**src/rtl/pipe_skid_stage.sv**
```systemverilog
// Two-entry pipeline register with skid buffer between execute and memory stages.
// Accepts one entry per cycle under a steady out_ready and absorbs one extra entry when downstream stalls.
module pipe_skid_stage #(
    parameter int N  = 32,
    parameter int RW = 5,
    parameter int CW = 3,
    parameter int SW = 16
) (
    input  logic          clock,
    input  logic          reset,
    input  logic          flush,
    input  logic          in_valid,
    output logic          in_ready,
    input  logic [CW-1:0] ctrl_in,
    input  logic [RW-1:0] rw_in,
    input  logic [N-1:0]  alu_in,
    input  logic [N-1:0]  rdb_in,
    output logic          out_valid,
    input  logic          out_ready,
    output logic [CW-1:0] ctrl_out,
    output logic [RW-1:0] rw_out,
    output logic [N-1:0]  alu_out,
    output logic [N-1:0]  rdb_out,
    output logic [1:0]    occupancy,
    output logic [SW-1:0] stall_cnt
);

    typedef enum logic [1:0] {
        EMPTY = 2'd0,
        ONE   = 2'd1,
        TWO   = 2'd2
    } state_t;

    state_t        state;
    state_t        next_state;

    logic [CW-1:0] main_ctrl;
    logic [RW-1:0] main_rw;
    logic [N-1:0]  main_alu;
    logic [N-1:0]  main_rdb;

    logic [CW-1:0] skid_ctrl;
    logic [RW-1:0] skid_rw;
    logic [N-1:0]  skid_alu;
    logic [N-1:0]  skid_rdb;

    logic          in_fire;
    logic          out_fire;
    logic          load_main_in;
    logic          load_main_skid;
    logic          load_skid_in;

    assign in_ready  = (state != TWO) && !flush;
    assign out_valid = (state != EMPTY);
    assign in_fire   = in_valid && in_ready;
    assign out_fire  = out_valid && out_ready;

    // A bubble must never carry write enables downstream.
    assign ctrl_out = out_valid ? main_ctrl : '0;
    assign rw_out   = main_rw;
    assign alu_out  = main_alu;
    assign rdb_out  = main_rdb;

    always_comb begin
        occupancy = 2'd0;
        case (state)
            ONE:     occupancy = 2'd1;
            TWO:     occupancy = 2'd2;
            default: occupancy = 2'd0;
        endcase
    end

    // NOTE: every output of this block gets a default first, so no path leaves it unassigned and no latch is inferred.
    always_comb begin
        next_state     = state;
        load_main_in   = 1'b0;
        load_main_skid = 1'b0;
        load_skid_in   = 1'b0;
        if (flush) begin
            next_state = EMPTY;
        end else begin
            case (state)
                EMPTY: begin
                    if (in_fire) begin
                        load_main_in = 1'b1;
                        next_state   = ONE;
                    end
                end
                ONE: begin
                    if (in_fire && out_fire) begin
                        load_main_in = 1'b1;
                    end else if (in_fire) begin
                        load_skid_in = 1'b1;
                        next_state   = TWO;
                    end else if (out_fire) begin
                        next_state = EMPTY;
                    end
                end
                TWO: begin
                    if (out_fire) begin
                        load_main_skid = 1'b1;
                        next_state     = ONE;
                    end
                end
                default: next_state = EMPTY;
            endcase
        end
    end

    // NOTE: sequential state uses non-blocking assignments so every register samples pre-edge values.
    always_ff @(posedge clock or negedge reset) begin
        if (!reset) begin
            state <= EMPTY;
        end else begin
            state <= next_state;
        end
    end

    // NOTE: the data registers are reset too, so no stale field can appear after reset.
    always_ff @(posedge clock or negedge reset) begin
        if (!reset) begin
            main_ctrl <= '0;
            main_rw   <= '0;
            main_alu  <= '0;
            main_rdb  <= '0;
        end else if (flush) begin
            main_ctrl <= '0;
        end else if (load_main_in) begin
            main_ctrl <= ctrl_in;
            main_rw   <= rw_in;
            main_alu  <= alu_in;
            main_rdb  <= rdb_in;
        end else if (load_main_skid) begin
            main_ctrl <= skid_ctrl;
            main_rw   <= skid_rw;
            main_alu  <= skid_alu;
            main_rdb  <= skid_rdb;
        end
    end

    always_ff @(posedge clock or negedge reset) begin
        if (!reset) begin
            skid_ctrl <= '0;
            skid_rw   <= '0;
            skid_alu  <= '0;
            skid_rdb  <= '0;
        end else if (flush) begin
            skid_ctrl <= '0;
        end else if (load_skid_in) begin
            skid_ctrl <= ctrl_in;
            skid_rw   <= rw_in;
            skid_alu  <= alu_in;
            skid_rdb  <= rdb_in;
        end
    end

    // Saturating back-pressure counter; survives flush so stall statistics span squashes.
    always_ff @(posedge clock or negedge reset) begin
        if (!reset) begin
            stall_cnt <= '0;
        end else if (out_valid && !out_ready && (stall_cnt != '1)) begin
            stall_cnt <= stall_cnt + SW'(1);
        end
    end

endmodule

```
**config.mk**
```make
export PLATFORM = sky130hd
export DESIGN_NAME = pipe_skid_stage
export DESIGN_NICKNAME = d
export VERILOG_FILES = /design/src/rtl/pipe_skid_stage.sv
export SDC_FILE = /design/constraint.sdc
export NUM_CORES = 1
export LEC_CHECK = 0
export CORE_MARGIN = 8
export CORE_UTILIZATION = 38
export CTS_CLUSTER_SIZE = 20
export DETAILED_ROUTE_END_ITERATION = 10
export PLACE_DENSITY = 0.75
export SKIP_LAST_GASP = 1
export SYNTH_ARGS = -nofsm -noshare
export SYNTH_HDL_FRONTEND = slang
export SYNTH_SLANG_ARGS = --single-unit
```
**constraint.sdc**
```tcl
create_clock -name clock -period 2.5 [get_ports clock]
set_clock_uncertainty 0.2 [all_clocks]
set_input_delay 0.5 -clock clock [delete_from_list [all_inputs] [get_ports clock]]
set_output_delay 0.5 -clock clock [all_outputs]
set_load 0.02 [all_outputs]
```
==> flow_metrics.tcl <==
set metrics [dict create \
    hpwl_um 11700 \
    yosysTopAreaCellShare 0.548 \
    cp_max_fo 7 \
    antenna_found_initial 0 \
    grt-busiest-layer "met2" \
    syn_area_sq_mm 0.00739 \
    synth_area_leader_cell "dfrtp_1" \
    synth_top_flop_cell "dfrtp_1" \
    cts.sinks 162 \
    max_stage_delay_ps 620 \
    clock_latency_ps 420 \
    route.detailed.drc 0 \
    cpMaxStageDelayCell "clkdlybuf4s50_1" \
    first_pass_iters 4 \
    antenna_left 0 \
    h-tree-depth 4 \
    insertedDiodeCount 0 \
    drt_first_iter_violations 101 \
    ioPinCount 169 \
    cts-root-buf "clkbuf_16" \
    nets 746 \
    path_cells "nor2_1, nor2b_1, clkdlybuf4s50_1" \
    die_h_um 155 \
    met3_usage 0.0488 \
    cts_buffers 17 \
    syn-instance-count 485 \
    grt_setup_unrepaired "no" \
    period_share 0.976 \
    p_leak_nw 4.60 \
    slew_headroom 0.656 \
    synth-seq-area-share 0.548 \
    hold_viol_final 0 \
    instances_no_fill 946 \
    row_count 51 \
    final-max-slew-violation-count 0 \
    grt_pass1_wl_um 27400 \
    port-buffer-count 168 \
    synth_top_family_by_area "multiplexers" \
    synth_xor_area_frac 0.0166 \
    finalCriticalPeriod_ps 2440 \
    core_sq_mm 0.0193 \
    cp_num_buf_inv 1 \
    overflow 0 \
    via_count 4550 \
    p_total_mw 10.1 \
    design_area_sq_mm 0.0102 \
    cp-end-kind "output pin" \
    yosys-mux-area-fraction 0.362 \
    syn_nets 563 \
    clockBufferDepth 2 \
    hold_class "reg2reg" \
    grt_pass1_vias 5202 \
    synthTopCellsByArea "dfrtp_1, mux2_2, mux2_4" \
    grt_util_met1 0.162 \
    die_x_um 155 \
    hold_slack_ps 302 \
    grt_max_degree 54 \
    synth_warnings 0 \
    criticalPathCategory "reg2out" \
    placed_area_sq_mm 0.00952 \
    placedCellCount 913 \
    gp_congestion 0.761 \
    avgSynthCellArea_sq_um 15.2 \
    path_clk_slew_ps 60 \
    async_flop_share 1.00 \
    final_layout_size_suffix_gt1_frac 0.391 \
    status "finished clean" \
    cts_tree "yes" \
    fmax_mhz 410 \
    p_per_area_mw_per_mm2 994 \
    wire_per_inst_um 17.6 \
    dieArea_sq_mm 0.0242 \
    synth_edf_count 0 \
    vias_per_cell 4.81 \
    ys_seq_elements 162 \
    crit_family "buffers and inverters" \
    worst_slew_pin_slew_ps 511 \
    synth_compound_area_frac 0.00880 \
    grt_usage 0.142 \
    synth_fa_ha_area_frac 0.00169 \
    max-vdd-ir-drop_v 0.000464 \
    crit_arrival_ps 1740 \
    gr-usage-met2 0.251 \
    initial_core_util 0.384 \
    worstPathRequired_ps 1800 \
    finalWirelength_um 16700 \
    max_cap_violations 0 \
    area_growth_pct 37.9 \
    synth_simple_gate_area_frac 0.0382 \
    finalSetupViolations 0 \
    synth_cell_types 29 \
    critPathLaunchType "register" \
]
==> cells by family after synthesis <==
family / Yosys count
muxes: 216
DFF: 162
and+or+nand+nor: 53
buffers and inverters: 29
xor gates and xnor gates: 14
AOI/OAI and AO/OA: 10
adders and majority gates: 1
==> synthesized netlist by cell type (2+ instances only) <==
library cell  number
nand2_1            8
nand4_1            8
inv_1              4
clkbuf_1           6
xnor2_1           10
dfrtp_1          162
mux2_4            67
nand3b_1           2
mux2i_1            7
nor2_1            10
nor3_1             2
xor2_1             4
mux2_2           142
nand2b_1           3
nor2b_1            6
nor4_1             2
buf_2             11
a21oi_1            4
buf_6              8
nand3_1            8
o21ai_0            3
==> placed cells by master (no fill, tap or decap), types with 4 or more instances in the layout <==
cell type,n
dfrtp_1,161
xor2_1,4
clkbuf_16,17
mux2i_1,7
nand2_1,8
inv_1,4
nand4_1,8
xnor2_1,10
nor2_1,10
buf_4,12
nand3_1,7
buf_12,8
nor2b_1,6
clkdlybuf4s50_1,163
mux2_4,67
bufinv_16,5
mux2_2,142
inv_6,4
==> state kept, by name, indices dropped and copies added, names as in the netlist <==
register and count:
alu_out 32, main_ctrl 3, rdb_out 32, rw_out 5, skid_alu 32, skid_ctrl 3
skid_rdb 32, skid_rw 5, stall_cnt 16, state 2
==> repair_timing <==
item / 4_1_cts / 5_1_grt
setup buffers: 0 / 0
setup endpoints to repair: 3 / 3
endpoints found under the hold margin: 46 / 0
hold buffers: 1 / 0
gates resized for setup: 3 / 2
==> stage by stage <==
step | setup WS [ps] | TNS (ps) | utilization
after global placement | -262 | -17030 | 0.494
final | 60.2 | 0 | 0.529
after global routing | 3.83 | 0 | 0.529
after CTS | 4.35 | 0 | 0.529
after detailed placement | -288 | -17590 | 0.494
after floorplan | 325 | 0 | -
==> power breakdown <==
group          internal (mW)  switching, mW
clock                   1.85           1.11
sequential              3.42          0.474
combinational           1.96           1.33
total                   7.23           2.91
==> final cells by class <==
type / count / area, sq um
timing repair buffer: 189 / 1940
fill: 1600 / 9070
inverter: 4 / 15.0
sequential: 162 / 4060
clock inverter: 13 / 219
clock buffer: 19 / 453
tap: 265 / 332
multi-input combinational: 294 / 3180
==> worst paths after layout <==
check	to	slack, ps	cells past startpoint	start
worst max-delay path	ctrl_out[2]	60	3	state[0]
worst min-delay path	skid_rdb[20]	300	1	skid_rdb[20]
worst max register to register	alu_out[25]	220	5	state[1]
worst min register to register	skid_rdb[20]	300	1	skid_rdb[20]
max in group asynchronous	rdb_out[21]	1020	3	reset
min in group asynchronous	alu_out[17]	410	2	reset
==> per-layer routing <==
metal | wire (um) | vias to the layer above
met3 | 1080 | 10
li1 | - | 2098
met5 | 0 | -
met1 | 6900 | 2333
met4 | 108 | 0
met2 | 8570 | 109
==> worst reg2reg max path, cell delays in order, from the launching register on <==
cell and delay [ps]:
dfrtp_2 460, o21ba_1 240, or3b_4 420, buf_12 220, mux2_4 370, mux2_2 270
Power figures use the tool's default switching activity.
